**config.mk**
```make
export PLATFORM = sky130hd
export DESIGN_NAME = ps2_tx
export DESIGN_NICKNAME = d
export VERILOG_FILES = /design/src/rtl/ps2_pkg.sv /design/src/rtl/ps2_line_filter.sv /design/src/rtl/ps2_tx.sv
export SDC_FILE = /design/constraint.sdc
export NUM_CORES = 1
export LEC_CHECK = 0
export CORE_MARGIN = 2
export CORE_UTILIZATION = 50
export DETAILED_ROUTE_END_ITERATION = 7
export GPL_ROUTABILITY_DRIVEN = 0
export HOLD_SLACK_MARGIN = 0.08
export PLACE_DENSITY = 0.69
export SYNTH_ARGS = -nofsm -noshare
export SYNTH_HDL_FRONTEND = slang
export SYNTH_SLANG_ARGS = --single-unit
```
**constraint.sdc**
```tcl
create_clock -name clk100 -period 2.7 [get_ports clk100]
set_clock_uncertainty 0.2 [all_clocks]
set_input_delay 0.81 -clock clk100 [delete_from_list [all_inputs] [get_ports clk100]]
set_output_delay 0.81 -clock clk100 [all_outputs]
set_load 0.005 [all_outputs]
```
**src/rtl/ps2_pkg.sv**
```systemverilog
// Shared PS/2 definitions: transmitter state encoding, command/response codes, frame builder.
package ps2_pkg;

    typedef enum logic [2:0] {
        StIdle,
        StInhibit,
        StReq,
        StShift,
        StAck,
        StWaitIdle
    } ps2_tx_state_e;

    localparam logic [7:0] PS2_CMD_SET_LEDS = 8'hED;
    localparam logic [7:0] PS2_CMD_RESET    = 8'hFF;
    localparam logic [7:0] PS2_CMD_ENABLE   = 8'hF4;
    localparam logic [7:0] PS2_RSP_ACK      = 8'hFA;
    localparam logic [7:0] PS2_RSP_RESEND   = 8'hFE;
    localparam logic [7:0] PS2_RSP_BAT_OK   = 8'hAA;

    // Host-to-device frame after the start bit: {stop, odd parity, data}, sent LSB first.
    function automatic logic [9:0] ps2_tx_frame(input logic [7:0] data);
        return {1'b1, ~^data, data};
    endfunction

endpackage

```
**src/rtl/ps2_line_filter.sv**
```systemverilog
// PS/2 line conditioner: 2-FF synchronizer, glitch filter on the synced level, falling-edge pulse.
module ps2_line_filter #(
    parameter int unsigned FILTER_LEN = 8
) (
    input  logic clk100,
    input  logic rst,
    input  logic line_in,
    output logic line_sync,
    output logic line_filt,
    output logic line_fall
);

    localparam int unsigned CW = (FILTER_LEN > 1) ? $clog2(FILTER_LEN) : 1;
    localparam logic [CW-1:0] CNT_LAST = CW'(FILTER_LEN - 1);

    logic          sync_meta;
    logic [CW-1:0] stable_cnt;

    // Two-flop synchronizer; resets high to match a released, pulled-up line.
    always_ff @(posedge clk100) begin
        if (rst) begin
            sync_meta <= 1'b1;
            line_sync <= 1'b1;
        end else begin
            sync_meta <= line_in;
            line_sync <= sync_meta;
        end
    end

    // Accept a new level only after FILTER_LEN consecutive samples that differ from the current one.
    always_ff @(posedge clk100) begin
        if (rst) begin
            line_filt  <= 1'b1;
            line_fall  <= 1'b0;
            stable_cnt <= '0;
        end else begin
            line_fall <= 1'b0;
            if (line_sync == line_filt) begin
                stable_cnt <= '0;
            end else if (stable_cnt == CNT_LAST) begin
                line_filt  <= line_sync;
                line_fall  <= ~line_sync;
                stable_cnt <= '0;
            end else begin
                stable_cnt <= stable_cnt + 1'b1;
            end
        end
    end

endmodule

```
**src/rtl/ps2_tx.sv**
```systemverilog
// Host-to-device PS/2 transmitter: clock inhibit, start bit, 8 data + parity + stop on device
// clock falls, then line-ACK check. Drives the open-drain pads through oe only.
module ps2_tx
    import ps2_pkg::*;
#(
    parameter int unsigned INHIBIT_CYCLES = 10_000,
    parameter int unsigned TIMEOUT_CYCLES = 1_500_000,
    parameter int unsigned FILTER_LEN     = 8
) (
    input  logic       clk100,
    input  logic       rst,
    input  logic [7:0] tx_data,
    input  logic       tx_valid,
    output logic       tx_ready,
    output logic       busy,
    output logic       tx_done,
    output logic       tx_error,
    input  logic       ps2_clk_in,
    input  logic       ps2_data_in,
    output logic       ps2_clk_oe,
    output logic       ps2_data_oe
);

    localparam int unsigned IW = $clog2(INHIBIT_CYCLES + 1);
    localparam int unsigned TW = $clog2(TIMEOUT_CYCLES + 1);
    localparam logic [IW-1:0] INH_LAST = IW'(INHIBIT_CYCLES - 1);
    localparam logic [TW-1:0] TO_LAST  = TW'(TIMEOUT_CYCLES - 1);

    ps2_tx_state_e state;
    logic [9:0]    frame;
    logic [3:0]    bit_idx;
    logic [IW-1:0] inhibit_cnt;
    logic [TW-1:0] timeout_cnt;

    logic clk_sync, clk_filt, clk_fall;
    logic data_meta, data_sync;
    logic in_frame, timeout_hit;

    ps2_line_filter #(
        .FILTER_LEN (FILTER_LEN)
    ) u_clk_filter (
        .clk100    (clk100),
        .rst       (rst),
        .line_in   (ps2_clk_in),
        .line_sync (clk_sync),
        .line_filt (clk_filt),
        .line_fall (clk_fall)
    );

    // Data line only needs synchronizing; it is sampled on filtered clock falls.
    always_ff @(posedge clk100) begin
        if (rst) begin
            data_meta <= 1'b1;
            data_sync <= 1'b1;
        end else begin
            data_meta <= ps2_data_in;
            data_sync <= data_meta;
        end
    end

    // Timeout guards only the device-clocked phases; a fall on the terminal count wins.
    always_comb begin
        in_frame    = (state == StShift) || (state == StAck) || (state == StWaitIdle);
        timeout_hit = in_frame && !clk_fall && (timeout_cnt == TO_LAST);
    end

    // Transmit FSM with registered outputs.
    always_ff @(posedge clk100) begin
        if (rst) begin
            state       <= StIdle;
            frame       <= '0;
            bit_idx     <= '0;
            inhibit_cnt <= '0;
            timeout_cnt <= '0;
            tx_ready    <= 1'b0;
            busy        <= 1'b0;
            tx_done     <= 1'b0;
            tx_error    <= 1'b0;
            ps2_clk_oe  <= 1'b0;
            ps2_data_oe <= 1'b0;
        end else begin
            tx_done  <= 1'b0;
            tx_error <= 1'b0;
            if (timeout_hit) begin
                state       <= StIdle;
                tx_ready    <= 1'b1;
                busy        <= 1'b0;
                tx_error    <= 1'b1;
                ps2_clk_oe  <= 1'b0;
                ps2_data_oe <= 1'b0;
            end else begin
                if (in_frame) begin
                    timeout_cnt <= clk_fall ? '0 : timeout_cnt + 1'b1;
                end
                unique case (state)
                    StIdle: begin
                        if (tx_valid && tx_ready) begin
                            frame       <= ps2_tx_frame(tx_data);
                            inhibit_cnt <= '0;
                            tx_ready    <= 1'b0;
                            busy        <= 1'b1;
                            ps2_clk_oe  <= 1'b1;
                            ps2_data_oe <= 1'b0;
                            state       <= StInhibit;
                        end else begin
                            tx_ready <= 1'b1;
                        end
                    end
                    StInhibit: begin
                        if (inhibit_cnt == INH_LAST) begin
                            ps2_data_oe <= 1'b1;
                            state       <= StReq;
                        end else begin
                            inhibit_cnt <= inhibit_cnt + 1'b1;
                        end
                    end
                    StReq: begin
                        // Release clock with data held low: device now clocks the frame in.
                        ps2_clk_oe  <= 1'b0;
                        bit_idx     <= '0;
                        timeout_cnt <= '0;
                        state       <= StShift;
                    end
                    StShift: begin
                        if (clk_fall) begin
                            ps2_data_oe <= ~frame[bit_idx];
                            bit_idx     <= bit_idx + 1'b1;
                            if (bit_idx == 4'd9) begin
                                state <= StAck;
                            end
                        end
                    end
                    StAck: begin
                        if (clk_fall) begin
                            if (!data_sync) begin
                                state <= StWaitIdle;
                            end else begin
                                state       <= StIdle;
                                tx_ready    <= 1'b1;
                                busy        <= 1'b0;
                                tx_error    <= 1'b1;
                                ps2_data_oe <= 1'b0;
                            end
                        end
                    end
                    StWaitIdle: begin
                        if (clk_sync && clk_filt && data_sync) begin
                            state    <= StIdle;
                            tx_ready <= 1'b1;
                            busy     <= 1'b0;
                            tx_done  <= 1'b1;
                        end
                    end
                    default: begin
                        state <= StIdle;
                    end
                endcase
            end
        end
    end

endmodule

```
Yosys cells after proc, flatten, opt, wreduce, memory -nomap -nowiden. Index checks and enable logic that the tools add are counted.

Flip-flop bits (word level): 67. Bits in latches: 0. RAM bits: 0. Bits in read-only memories: 0. Input port bits: 13. Output and inout bits: 6. Word-level logic and storage cells: 120. Memories kept: 0.

Add/subtract/negate cells: 4. Multiply operators: 0. Div/mod/pow operators: 0. Magnitude comparators: 1. Eq/ne operators: 21. Shift-type cells: 0. Mux-type cells: 39. Bitwise gates (word level): 6. Reductions and logical operators: 31.

Operator list (number): $mux 21 (3); $mux 14 (2); $pmux 14 s2 (1); $add 21x1->21 const B (1); $eq 21x21->1 const B (1); $mux 3 (7); $mux 1 (18); $pmux 3 s6 (1); $add 14x1->14 const B (1); $eq 14x14->1 const B (1); $reduce_and 6->1 (2); $eq 3x3->1 const B (3); $reduce_or 3->1 (3); $ne 2x1->1 const B (4); $ne 2x2->1 const B (4); $pmux 4 s2 (1); $reduce_and 4->1 (2); $reduce_bool 2->1 (4); $reduce_bool 4->1 (2); $reduce_xnor 8->1 (1); $eq 3x2->1 const B (2); $ne 3x2->1 const B (2); $not 1->1 (6); $pmux 1 s3 (2); 20 further kinds (28).

Logic depth before layout (Yosys ltp). Gate-level depths: netlist of the first run.

Word-level depth: 7. Gate-level depth with buffers: 8. Mapped depth without buffers: 7.

By module. Synthesis of the first run repeated with hierarchy kept, for this count alone.

Cell total of the unflattened synthesis: 389. Area total of the unflattened synthesis: 3289.4 µm².

By module, submodules not included: ps2_tx (times used 1, cells an instance 371, area an instance 3050.4 µm², sequential area each 1201.2 µm²); ps2_line_filter (times used 1, cells an instance 18, area an instance 239.0 µm², sequential area each 140.1 µm²).

Worst setup path before layout of the first run. OpenSTA, ideal clock, no wires.

Kind: register to register. From: register state[2]. To: register timeout_cnt[1]. Setup time: 117 ps. Arrival: 1827 ps. Required time: 2383 ps. Slack: 556 ps. Stages on the path, launching flop included: 8. Buffers on the path: 2. Period minus slack after synthesis: 2144 ps. Cells stage by stage: dfxtp_1 > nand3b_4 > a2111o_1 > o41ai_4 > buf_6 > buf_8 > mux2i_1 > nor2_1.

Word-level cells in the longest chain between the ends: 7. Elaborated cells on any way between the ends: 12. Those cells by class: eq/ne: 4; mux: 1; bitwise: 1; reduce/logical: 6.

RTL lines: start: declaration (RTL line ps2_tx.sv:29) `ps2_tx_state_e state;`; start signal: assignment (RTL line ps2_tx.sv:70) `state <= StIdle;`; start signal: assignment (RTL line ps2_tx.sv:85) `state <= StIdle;`; start signal: assignment (RTL line ps2_tx.sv:104) `state <= StInhibit;`; $eq 3x2->1 or $eq 3x3->1 (tied branches) (RTL line ps2_tx.sv:63) `in_frame = (state == StShift) || (state == StAck) || (state == StWaitIdle);`; $logic_or 1x1->1 (2 in series) (RTL line ps2_tx.sv:63); $logic_and 1x1->1 (2 in series) (RTL line ps2_tx.sv:64) `timeout_hit = in_frame && !clk_fall && (timeout_cnt == TO_LAST);`; $not 1->1 (no line); $reduce_and 2->1 (no line); end signal: assignment (RTL line ps2_tx.sv:93) `timeout_cnt <= clk_fall ? '0 : timeout_cnt + 1'b1;`; end: declaration (RTL line ps2_tx.sv:33) `logic [TW-1:0] timeout_cnt;`.

Several ways; a longest one is shown, not always the timed one. A chain may end at the register's enable or synchronous reset.

Worst setup path in the final report of the first run.
From: register state[1]. To: register timeout_cnt[1].

Same word-level chain as after synthesis.

==> metrics.yaml, run 1 <==
status: "finished, final reports clean"
grt-ovfl-total: 0
area_delta_synth_final_pct: 16.4
rsz0062_at_grt: "false"
drc_errors: 0
rows: 30
finalMaxSlewViolations: 0
postCtsHoldBufs: 0
crit_path_cell_trace: "nand3b_4 -> a2111o_1 -> o41ai_4 -> buf_4 -> mux2i_1 -> nor2_1"
worstReg2RegEnd: "timeout_cnt[1]"
synth_edf_count: 0
synth-main-ff-cell: "dfxtp_1"
core-area_sq_mm: 0.00676
placed_cell_area_sq_mm: 0.00379
reg2reg_setup_slack_ps: 270
rr_startpoint: "state[1]"
crit_type: "reg2reg"
cp.required_ps: 2750
p_leak_nw: 1.38
antenna_found_initial: 0
place_hpwl_mm: 5.68
worst_skew_pair.late_latency_ps: 350
setup.worst_path.end: "timeout_cnt[1]"
synth_area_sq_mm: 0.00346
crit_buf_inv: 1
end_kind: "flip-flop"
cp.depth: 6
avgRoutedWirePerCell_um: 14.9
setup_tns_ps: 0
diodes: 0
ir_drop_v: 0.000318
worst-r2r-cell-count: 6
nFillCells: 626
multi_input_area_sq_mm: 0.00197
final_hold_viol_count: 0
setup_viol: 0
max_freq_mhz: 411
viasPerCell: 5.95
drtIter0Drc: 161
start_util_pct: 51.2
power_mw: 2.98
fin_crit_sh_pct: 90.1
yosys_warnings: 0
synthArstFlopShare_pct: 0
grt_pass1_wl_mm: 13.2
clockBufferDepth: 2
ant_nets: 0
clkSinkCount: 67
cts_max_level: 3
firstDrtPassIters: 5
slowest_stage: "dfxtp_1"
numCtsBuffers: 9
path_max_fanout: 16
first_global_vias: 2891
final.min_clock_period_ps: 2430
grt_max_degree: 33
design.die.area_sq_mm: 0.00760
start_kind: "flip-flop"
gr-usage-all-layers_pct: 21.9
synthDistinctLibCells: 68
p_per_area_mw_per_mm2: 739
cts_setup_buffers: 0
cp_top_family: "compound AO/OA/AOI/OAI gates"
clock-root-buffer: "clkbuf_8"
cp-startpoint: "state[1]"
final_cell_mix: "dfxtp_1, nand2_1, a21oi_1"
ctsResizeCount: 0
min-delay-start: "data_meta"
synth.avg_cell_area_sq_um: 8.32
die_h_um: 87.2
critical_path.max_stage_delay_ps: 630
final_util_pct: 59.6
cts_tree: "built"
regArea_sq_mm: 0.00134
worst_slew_pin_slew_ps: 489
arrival_ps: 2480
syn_inst: 416
final_area_sq_mm: 0.00403
drv_cap: 0
synth_seq_cells: 67
slew_headroom_pct: 67.3
synth_nets: 436
routed_wl_mm: 7.87
num_io_pins: 19
layout_commonest_cell: "dfxtp_1"
die_x_um: 87.2
port_buffers: 18
layout.nets: 464
vias: 3145
ys_seq_area_share_pct: 38.8
hold_class: "reg2reg"
clk_pin_slew_worst_paths_ps: 70
layout-drive-gt1-share_pct: 12.7
hold-worst-slack_ps: 210
layer usage:
metal  wire [um]  vias to the layer above  part of all wire (%)  track usage [%]
met5           0                        -                     0                0
met4         135                        0                   1.7             8.95
met3         248                       13                   3.2             3.60
met2        3820                       56                    48             36.2
met1        3670                     1501                    47             28.3
li1            -                     1575                     -                -
sequential cells by signal (all words and copies together), names as in the netlist, 3 cells and up:
name                     flops
bit_idx                      4
timeout_cnt                 21
u_clk_filter.stable_cnt      3
frame                       10
inhibit_cnt                 14
state                        3
synth_stat cells (all sizes together), types with 4 or more instances:
cell type | number | area, sq um
dfxtp | 67 | 1340
nand2 | 56 | 213
a21oi | 42 | 210
o21ai | 21 | 105
nor2 | 20 | 82.6
nand3 | 19 | 95.1
clkbuf | 13 | 48.8
or4 | 13 | 97.6
or2 | 12 | 75.1
or3 | 12 | 80.1
inv | 11 | 41.3
xnor2 | 9 | 78.8
buf | 8 | 53.8
nand4 | 8 | 50.1
nor3 | 8 | 40.0
o31ai | 8 | 60.1
and2 | 7 | 43.8
ha | 7 | 87.6
mux2i | 6 | 60.1
and3 | 5 | 31.3
nor2b | 5 | 31.3
nor4b | 4 | 35.0
o211ai | 4 | 30.0
o32ai | 4 | 35.0
o41ai | 4 | 53.8
layout make-up:
type                       instances  area share (%)
multi-input combinational        316            48.9
sequential                        67            33.3
timing repair buffer              38            8.20
clock buffer                      11            3.51
clock inverter                     5            2.48
tap                               80            2.48
inverter                          12            1.12
kinds of logic after synthesis:
family | Yosys count | synth area share (%)
buf+inv | 33 | 4.27
fa+ha+maj | 7 | 2.53
compound gates | 102 | 18.7
simple gates | 189 | 30.6
mux | 7 | 2.39
flops | 67 | 38.8
xor+xnor | 11 | 2.78
power breakdown:
group	internal, mW	switching (mW)
Clock	0.636	0.373
Sequential	1.06	0.0874
Combinational	0.361	0.457
Total	2.06	0.918
through the flow:
step	cells	worst slack, ps
after floorplan	416	556
after global placement	513	39.2
after detailed placement	513	28.8
after CTS	529	259
after global routing	529	127
final	529	267
worst min path at each step:
stage	endpoint	slack, ps	depth (start not counted)
floorplan	data_sync	190	1
global placement	data_sync	190	1
detailed placement	data_sync	190	1
CTS	data_sync	210	1
global route	data_sync	230	1
finish	data_sync	210	1
No activity file was read; power rests on OpenSTA's default activity.
==> inputs of run 2 (changes only) <==
CTS_CLUSTER_DIAMETER = 50   (was unset)
==> results of run 2 <==
Final layout, timing and power as in run 1 (identical DEF).
